--- src/rtl/dvp_pattern_tx.sv ---
// DVP camera byte-stream transmitter with built-in RGB565 test patterns.
// Each sysclk cycle carries one DVP byte; every pixel takes two cycles, high byte first.
// Frame layout: VSYNC -> VBACK -> ACTIVE -> VFRONT, all built from lines of equal length.
module dvp_pattern_tx #(
    parameter int unsigned H_ACTIVE    = 640,
    parameter int unsigned V_ACTIVE    = 480,
    parameter int unsigned H_BLANK     = 144,
    parameter int unsigned VSYNC_LINES = 3,
    parameter int unsigned V_BACK      = 17,
    parameter int unsigned V_FRONT     = 10
) (
    input  logic        sysclk,
    input  logic        sysrst,
    input  logic        enable,
    input  logic [1:0]  pattern_sel,
    input  logic [15:0] solid_color,
    output logic        cmos_vsync,
    output logic        cmos_href,
    output logic [7:0]  cmos_db,
    output logic        frame_start,
    output logic        frame_done,
    output logic        busy
);

    localparam int unsigned LineLen  = 2 * H_ACTIVE + H_BLANK;
    localparam int unsigned BarWidth = H_ACTIVE / 8;

    localparam logic [15:0] LastCol     = 16'(LineLen - 1);
    localparam logic [15:0] ActBytes    = 16'(2 * H_ACTIVE);
    localparam logic [15:0] BarW        = 16'(BarWidth);
    localparam logic [15:0] LastVsync   = 16'(VSYNC_LINES - 1);
    localparam logic [15:0] LastVback   = 16'(V_BACK - 1);
    localparam logic [15:0] LastActive  = 16'(V_ACTIVE - 1);
    localparam logic [15:0] LastVfront  = 16'(V_FRONT - 1);

    typedef enum logic [2:0] {
        StIdle,
        StVsync,
        StVback,
        StActive,
        StVfront
    } state_e;

    // Position of the current byte slot: state, byte column in the line, line within the state.
    state_e      state_q, state_d;
    logic [15:0] col_q, col_d;
    logic [15:0] line_q, line_d;

    // Frame-wide pattern configuration, captured once per frame.
    logic [1:0]  pat_sel_q, pat_sel_d;
    logic [15:0] solid_q, solid_d;

    // Registered DVP outputs.
    logic        vsync_q, vsync_d;
    logic        href_q, href_d;
    logic [7:0]  db_q, db_d;
    logic        fstart_q, fstart_d;
    logic        fdone_q, fdone_d;
    logic        busy_q, busy_d;

    logic [15:0] last_line;
    logic        first_vsync;
    logic [15:0] pix_x;
    logic [15:0] pix_y;
    logic [15:0] bar_full;
    logic [15:0] pixel;
    logic        unused_bits;

    // Number of the last line belonging to the current state.
    always_comb begin
        last_line = 16'd0;
        case (state_q)
            StVsync:  last_line = LastVsync;
            StVback:  last_line = LastVback;
            StActive: last_line = LastActive;
            StVfront: last_line = LastVfront;
            default:  last_line = 16'd0;
        endcase
    end

    // Advance the byte/line position and walk the frame states.
    always_comb begin
        state_d = state_q;
        col_d   = col_q;
        line_d  = line_q;
        if (state_q == StIdle) begin
            col_d  = 16'd0;
            line_d = 16'd0;
            if (enable) begin
                state_d = StVsync;
            end
        end else if (col_q != LastCol) begin
            col_d = col_q + 16'd1;
        end else begin
            col_d = 16'd0;
            if (line_q != last_line) begin
                line_d = line_q + 16'd1;
            end else begin
                line_d = 16'd0;
                case (state_q)
                    StVsync:  state_d = StVback;
                    StVback:  state_d = StActive;
                    StActive: state_d = StVfront;
                    // Only the end of the front porch decides whether streaming continues.
                    StVfront: state_d = enable ? StVsync : StIdle;
                    default:  state_d = StIdle;
                endcase
            end
        end
    end

    // Capture pattern configuration during the first VSYNC cycle of each frame.
    always_comb begin
        first_vsync = (state_q == StVsync) && (col_q == 16'd0) && (line_q == 16'd0);
        pat_sel_d   = first_vsync ? pattern_sel : pat_sel_q;
        solid_d     = first_vsync ? solid_color : solid_q;
    end

    // Pattern generator, evaluated for the byte slot that the next edge will present.
    always_comb begin
        pix_x    = {1'b0, col_d[15:1]};
        pix_y    = line_d;
        bar_full = pix_x / BarW;
        pixel    = 16'h0000;
        case (pat_sel_q)
            2'd0: begin
                case (bar_full[2:0])
                    3'd0:    pixel = 16'hFFFF;
                    3'd1:    pixel = 16'hFFE0;
                    3'd2:    pixel = 16'h07FF;
                    3'd3:    pixel = 16'h07E0;
                    3'd4:    pixel = 16'hF81F;
                    3'd5:    pixel = 16'hF800;
                    3'd6:    pixel = 16'h001F;
                    default: pixel = 16'h0000;
                endcase
            end
            2'd1:    pixel = {pix_x[5:1], pix_x[5:0], pix_x[5:1]};
            2'd2:    pixel = solid_q;
            default: pixel = (pix_x[5] ^ pix_y[5]) ? 16'hFFFF : 16'h0000;
        endcase
    end

    // Bits of the coordinate arithmetic that no pattern looks at.
    assign unused_bits = ^{pix_x[15:6], pix_y[15:6], pix_y[4:0], bar_full[15:3]};

    // Output values for the upcoming slot, so every output leaves a flop.
    always_comb begin
        vsync_d  = (state_d == StVsync);
        href_d   = (state_d == StActive) && (col_d < ActBytes);
        db_d     = 8'h00;
        if (href_d) begin
            db_d = col_d[0] ? pixel[7:0] : pixel[15:8];
        end
        fstart_d = (state_d == StVsync) && (col_d == 16'd0) && (line_d == 16'd0);
        fdone_d  = (state_d == StVfront) && (col_d == LastCol) && (line_d == LastVfront);
        busy_d   = (state_d != StIdle);
    end

    // State, configuration and output registers; reset wins over everything.
    always_ff @(posedge sysclk) begin
        if (sysrst) begin
            state_q   <= StIdle;
            col_q     <= 16'd0;
            line_q    <= 16'd0;
            pat_sel_q <= 2'd0;
            solid_q   <= 16'h0000;
            vsync_q   <= 1'b0;
            href_q    <= 1'b0;
            db_q      <= 8'h00;
            fstart_q  <= 1'b0;
            fdone_q   <= 1'b0;
            busy_q    <= 1'b0;
        end else begin
            state_q   <= state_d;
            col_q     <= col_d;
            line_q    <= line_d;
            pat_sel_q <= pat_sel_d;
            solid_q   <= solid_d;
            vsync_q   <= vsync_d;
            href_q    <= href_d;
            db_q      <= db_d;
            fstart_q  <= fstart_d;
            fdone_q   <= fdone_d;
            busy_q    <= busy_d;
        end
    end

    assign cmos_vsync  = vsync_q;
    assign cmos_href   = href_q;
    assign cmos_db     = db_q;
    assign frame_start = fstart_q;
    assign frame_done  = fdone_q;
    assign busy        = busy_q;

endmodule
--- config.mk ---
export PLATFORM = sky130hd
export DESIGN_NAME = dvp_pattern_tx
export DESIGN_NICKNAME = d
export VERILOG_FILES = /design/src/rtl/dvp_pattern_tx.sv
export SDC_FILE = /design/constraint.sdc
export NUM_CORES = 1
export LEC_CHECK = 0
export CAP_MARGIN = 5
export CELL_PAD_IN_SITES_DETAIL_PLACEMENT = 1
export CELL_PAD_IN_SITES_GLOBAL_PLACEMENT = 1
export CORE_ASPECT_RATIO = 1.1
export CORE_MARGIN = 2
export CORE_UTILIZATION = 24
export CTS_CLUSTER_SIZE = 8
export DETAILED_ROUTE_END_ITERATION = 10
export HOLD_SLACK_MARGIN = 0.08
export PLACE_DENSITY = 0.51
export SETUP_SLACK_MARGIN = 0.3
export SLEW_MARGIN = 20
export SYNTH_ARGS = -nofsm -noshare
export SYNTH_HDL_FRONTEND = slang
export SYNTH_SLANG_ARGS = --single-unit
--- constraint.sdc ---
create_clock -name sysclk -period 5.27 [get_ports sysclk]
set_input_delay 0.7905 -clock sysclk [delete_from_list [all_inputs] [get_ports sysclk]]
set_output_delay 0.7905 -clock sysclk [all_outputs]
set_load 0.02 [all_outputs]
# Yosys cells after proc, flatten, opt, wreduce, memory -nomap -nowiden
# Cells that the tools add are included.
word_totals:
  reg_bits: 66
  word_cells: 68
classes:
  addsub: 2
  div: 1
  n_lt_le_gt_ge: 1
  eq_ne: 19
  mux: 16
  n_bitwise: 2
  n_reduce_logical: 16
op_table:
  columns: ["cell", "count"]
  rows:
  - ["16-bit case mux with 7 select lines", 1]
  - ["16-bit two-way mux", 6]
  - ["16-bit logical NOT", 4]
  - ["16-bit case mux with 3 select lines", 1]
  - ["9-bit case mux with 4 select lines", 1]
  - ["16-bit by 1-bit adder with 16-bit output, second input constant", 2]
  - ["15-bit by 7-bit divider with 16-bit output, second input constant", 1]
  - ["16-bit by 11-bit == test with 1-bit output, second input constant", 1]
  - ["16-bit by 4-bit == test with 1-bit output, second input constant", 1]
  - ["16-bit by 11-bit less-than comparator with 1-bit output, second input constant", 1]
  - ["16-bit by 11-bit != test with 1-bit output, second input constant", 1]
  - ["16-bit != test", 1]
  - ["3-bit by 2-bit == test with 1-bit output, second input constant", 5]
  - ["3-bit == test, second input constant", 5]
  - ["3-bit two-way mux", 4]
  - ["3-bit case mux with 4 select lines", 1]
  - ["3-bit by 1-bit == test with 1-bit output, second input constant", 3]
  - ["8-bit two-way mux", 1]
  - ["1-bit logical AND", 7]
  - ["3-bit logical NOT", 2]
  - ["3-bit nonzero test", 1]
  - ["2-bit by 1-bit == test with 1-bit output, second input constant", 1]
  - ["2-bit == test, second input constant", 1]
  - ["2-bit logical NOT", 1]
  - ["4 further kinds", 4]

# Logic depth before layout (Yosys ltp)
depth:
  ltp_word: 10
  ltp_mapped: 18

# Least setup slack after synthesis
# OpenSTA, ideal clock, no wires.
synth_timing:
  path_type: "flip-flop to flip-flop"
  start: "register col_q[0]"
  end: "register db_q[0] (netlist: cmos_db[0])"
  setup_ns: 0.132
  arrival_ns: 3.570
  required_ns: 5.138
  setup_slack_ns: 1.568
  path_stages_with_launch: 19
  period_less_slack_ns: 3.702
  path_cell_list: "dfxtp_1 -> ha_1 -> nand3_1 -> buf_2 -> o31ai_1 -> and3_4 -> buf_6 -> a211oi_1 -> a211o_1 -> and2_1 -> buf_2 -> nor4b_1 -> a311o_1 -> a22o_1 -> and2_1 -> o41ai_2 -> nor3_2 -> o21ai_1 -> a31oi_1"
synth_via:
  elab_chain_len: 8
  word_cells_on_any_way: 26
  classes_between: "1 x add/sub; 1 x div; 1 x order compare; 8 x eq/ne; 10 x mux; 2 x bitwise; 3 x reduce/logical"
synth_lines:
  columns: ["item", "line", "text"]
  rows:
  - ["start: declaration", "46", "logic [15:0] col_q, col_d;"]
  - ["start signal: assignment", "176", "col_q <= col_d;"]
  - ["16-bit by 1-bit adder with 16-bit output or 16-bit by 11-bit != test with 1-bit output (tied branches)", "93, 92", null]
  - ["16-bit two-way mux", "92", "end else if (col_q != LastCol) begin"]
  - ["16-bit two-way mux", "86", "if (state_q == StIdle) begin"]
  - ["15-bit by 7-bit divider with 16-bit output", "123", "bar_full = pix_x / BarW;"]
  - ["3-bit == test, or another cell as far along", "127", "case (bar_full[2:0])"]
  - ["16-bit case mux with 7 select lines", "127", null]
  - ["16-bit case mux with 3 select lines", "125", "case (pat_sel_q)"]
  - ["8-bit two-way mux", "153", "db_d = col_d[0] ? pixel[7:0] : pixel[15:8];"]
  - ["end signal: assignment", "170", "db_q <= 8'h00;"]
  - ["end signal: assignment", "182", "db_q <= db_d;"]
  - ["end: declaration", "56", "logic [7:0] db_q, db_d;"]
# Several ways; a longest one is shown, not always the timed one.
# A chain may end at the register's enable or synchronous reset.

# Worst setup path in the final report
layout_timing:
  start: "register col_q[0]"
  end: "register db_q[2] (netlist: cmos_db[2])"
# Same word-level chain as after synthesis.

==> Flow_metrics.wiki <==
{| class="wikitable"
! Metric !! Value
|-
| Status || completed
|-
| Endpoints failing setup || 0
|-
| Number of flops mapped to enable cells by yosys || 0
|-
| IO Count || 34
|-
| Number of levels in the clock H-tree || 3
|-
| Mean instance size in the synthesized netlist || 7.78 µm²
|-
| Power per unit of standard cell area || 243 mW/mm²
|-
| Wire length of the first global-routing pass || between 20 and 25 mm
|-
| Sw power || 0.314 mW
|-
| Die boundary width || 132 µm
|-
| Yosys reg bits || 66
|-
| Max-slew violation count || 0
|-
| Antenna violations before repair || 0
|-
| Final routed wire length divided by cell count || 17.0 µm
|-
| Share of the clock period used by the worst path || 83.9%
|-
| Final worst hold slack || 0.498 ns
|-
| DRT antenna net count || 0
|-
| Vias post-DR || 4121
|-
| Number of buffers created by CTS || 9
|-
| Count of buffers inserted at the top-level ports || 33
|-
| Total global-route track usage || 14.7%
|-
| Vias in the first global route || 4150
|-
| Critical Path Source Type || register
|-
| HPWL reported at the end of detailed placement || ~10 mm
|-
| Clk Latency, worst-skew pair || 0.35 ns
|-
| Commonest non-fill, non-tap cell in the layout || nor2_1
|-
| Fillcell total || 2120
|-
| Commonest cells after routing, fill and taps aside || 78 x nor2_1, 66 x dfxtp_1, 42 x nand2_1, 33 x clkdlybuf4s50_1, 25 x nor3_1
|-
| Max Cap Viol || 0
|-
| Async S/R FF share, synth || 0%
|-
| Clock slew seen by the registers of the worst setup and hold paths || 0.06 ns
|-
| Via count normalized by instance count || 5.11
|-
| Transition time at the pin with the least slew margin || 0.900 ns
|-
| Endpoint required time on the critical path || 5.52 ns
|-
| TritonCTS clock tree || built
|-
| Path type of the worst min-delay path || reg -> reg
|-
| Worst reg2reg endpoint || cmos_db[2]$_SDFF_PP0_
|-
| Data arrival at the endpoint of the critical path || approximately 4.7 ns
|-
| VDD IR-drop max || about 150 µV
|-
| Total standard cell area after synthesis || around 0.0043 mm²
|-
| Startpoint of the worst hold path || solid_q[5]$_SDFFE_PP0P_
|-
| Post-route minimum period || between 4 and 5 ns
|-
| Clock net sink count || between 60 and 70
|-
| Top achievable clock speed || 226 MHz
|-
| Portion of total power attributed to the clock network || approximately half
|-
| Routability-driven placement congestion ratio || 0.817
|-
| Leakage power of the design || ~1.9 nW
|-
| Source of the worst register-to-register timing path || col_q[0]$_SDFF_PP0_
|-
| Net Count, Synth || 578
|-
| Area growth from synthesis to final layout || 19.4%
|-
| First-pass detailed-route iteration total || 4
|-
| Initial standard-cell utilization of the core || 24.4%
|-
| Internal power of the cells || a little over 0.9 mW
|-
| Overflow left after global routing || 0
|-
| Share of total power consumed by net switching || 25.2%
|-
| Yosys warnings || 0
|-
| Most instantiated flip-flop cell in the synthesis netlist || dfxtp_1
|-
| R2R cell count || 15
|-
| Number of rows in the core area || 51
|-
| Critical-path maximum fanout || 12
|-
| Critical path endpoint category || register
|-
| Worst-case clock buffer depth || 2
|-
| R2r setup slk || 0.85 ns
|-
| Fraction of final layout cells sized beyond drive strength 1 || 8.08%
|-
| Share of synthesized area occupied by flip-flops and latches || 30.7%
|-
| Root buffer cell || clkbuf_16
|-
| NumNets Final || 589
|-
| Unrepaired setup endpoints after global routing || false
|-
| Remaining design rule violation count || 0
|-
| Total negative slack || 0 ns
|-
| Hold Vio Cnt, Final || 0
|-
| Rel. slew slack || 39.5%
|-
| Area enclosed by the die boundary || 0.0190 mm²
|-
| Die extent in y || 144 µm
|-
| Endpoint of the worst setup timing path || cmos_db[2]$_SDFF_PP0_
|-
| Final Core Density || 29.2%
|-
| Maximum number of pins on one net before global-route repair || 41
|-
| Critical Path Start || col_q[0]$_SDFF_PP0_
|-
| Routed wire length || 13.7 mm
|-
| Number of antenna repair diodes || 0
|-
| Path type of the worst setup path || reg -> reg
|-
| Seq pwr share || 41.7%
|-
| Combinational Power Share || 8.3%
|-
| Violation count after the first detailed-routing iteration || 176
|-
| Core outline area || 0.0176 mm²
|-
| Skew final || approximately 0.0052 ns
|-
| Count of cell types in the netlist || 72
|-
| Post-synthesis cell count || 553
|}
[power by group through the flow]
stage | combinational, mW | sequential (mW) | clock, mW
after CTS | 0.106 | 0.521 | 0.646
after detailed placement | 0.105 | 0.532 | 0
after global placement | 0.103 | 0.532 | 0
final | 0.103 | 0.521 | 0.626
after global routing | 0.115 | 0.522 | 0.666
after floorplan | 0.0617 | 0.530 | 0
[synth_stat cells (all sizes together) (5+ instances only)]
library cell  number  area, µm²
and3              10       67.6
clkbuf            29        111
nand3             24        130
xnor2             24        210
o21ai             34        170
mux2i             20        204
nand2b             7       43.8
nor2              78        293
xor2              15        131
buf               11       65.1
nor3              28        150
nand4             21        153
a21o              16        120
o31ai              5       42.5
or4                5       45.0
a21oi             19        106
inv                8       30.0
and2               7       43.8
nor2b              6       37.5
o211ai             5       42.5
a31oi             12       75.1
nand2             42        158
dfxtp             66       1320
[kinds of logic (layout without fill, tap and decap cells)]
logic type / Yosys count / after routing / synth area share (%)
and+or+nand+nor: 245 / 245 / 28.9
xor gates and xnor gates: 39 / 39 / 7.94
buffers and inverters: 48 / 64 / 4.80
AOI/OAI and AO/OA: 129 / 129 / 21.2
adders and majority gates: 4 / 4 / 1.16
muxes: 22 / 22 / 5.27
DFF: 66 / 66 / 30.7
[worst min-delay path by stage]
stage | depth (start not counted) | endpoint | slack (ns)
2_1_floorplan | 2 | solid_q[5]$_SDFFE_PP0P_ | 0.46
3_3_place_gp | 2 | solid_q[0]$_SDFFE_PP0P_ | 0.48
3_5_place_dp | 2 | solid_q[9]$_SDFFE_PP0P_ | 0.49
4_1_cts | 2 | solid_q[9]$_SDFFE_PP0P_ | 0.51
5_1_grt | 2 | solid_q[12]$_SDFFE_PP0P_ | 0.53
6_report | 2 | solid_q[5]$_SDFFE_PP0P_ | 0.50
[worst max-delay path, stage by stage, from the launching register on]
cell,delay (ns)
dfxtp_1,0.44
ha_1,0.24
nand3_2,0.27
or4_4,0.67
and3_4,0.21
a211oi_1,0.27
a211o_1,0.21
and2_1,0.27
mux2_1,0.38
o311ai_1,0.26
a21oi_1,0.14
o2111ai_1,0.15
o41ai_2,0.12
nor3_2,0.34
o21ai_1,0.12
a31oi_1,0.27
[state kept, by name, summed over array words and instances (netlist names), 2 cells and up]
signal / cells
cmos_db: 8
col_q: 16
line_q: 16
pat_sel_q: 2
solid_q: 16
state_q: 3
[cell type report]
class	instances	area, µm²	share of cell area, %
Clock buffer	10	239	4.65
Clock inverter	6	65.1	1.27
Inverter	8	30.0	0.585
Multi-Input combinational cell	439	2800	54.5
Sequential cell	66	1320	25.7
Tap cell	238	298	5.80
Timing Repair Buffer	40	383	7.46
[routing by layer]
| metal | vias up | global-route usage, % | wire [µm] |
|---|---|---|---|
| met5 | - | 0 | 0 |
| met1 | 2027 | 19.1 | 6620 |
| met3 | 14 | 1.96 | 282 |
| li1 | 2031 | - | - |
| met4 | 0 | 6.41 | 233 |
| met2 | 49 | 24.6 | 6590 |
[per-stage QoR]
stage | setup slack [ns] | total power, mW | cell area (µm²) | std cells
final | 0.849 | 1.25 | 5130 | 807
after global routing | 0.435 | 1.30 | 5130 | 807
after CTS | 0.671 | 1.27 | 5120 | 807
after detailed placement | 0.677 | 0.637 | 4820 | 791
after global placement | 0.787 | 0.635 | 4820 | 791
after floorplan | 1.57 | 0.591 | 4300 | 553
[what timing repair did]
| item | in CTS | in global routing |
|---|---|---|
| hold buffers | 0 | 0 |
| buffers inserted | 0 | 0 |
| gates resized for setup | 0 | 2 |
| endpoints found under the setup margin | 0 | 8 |
Note: power is estimated with default switching activity, not from simulation.
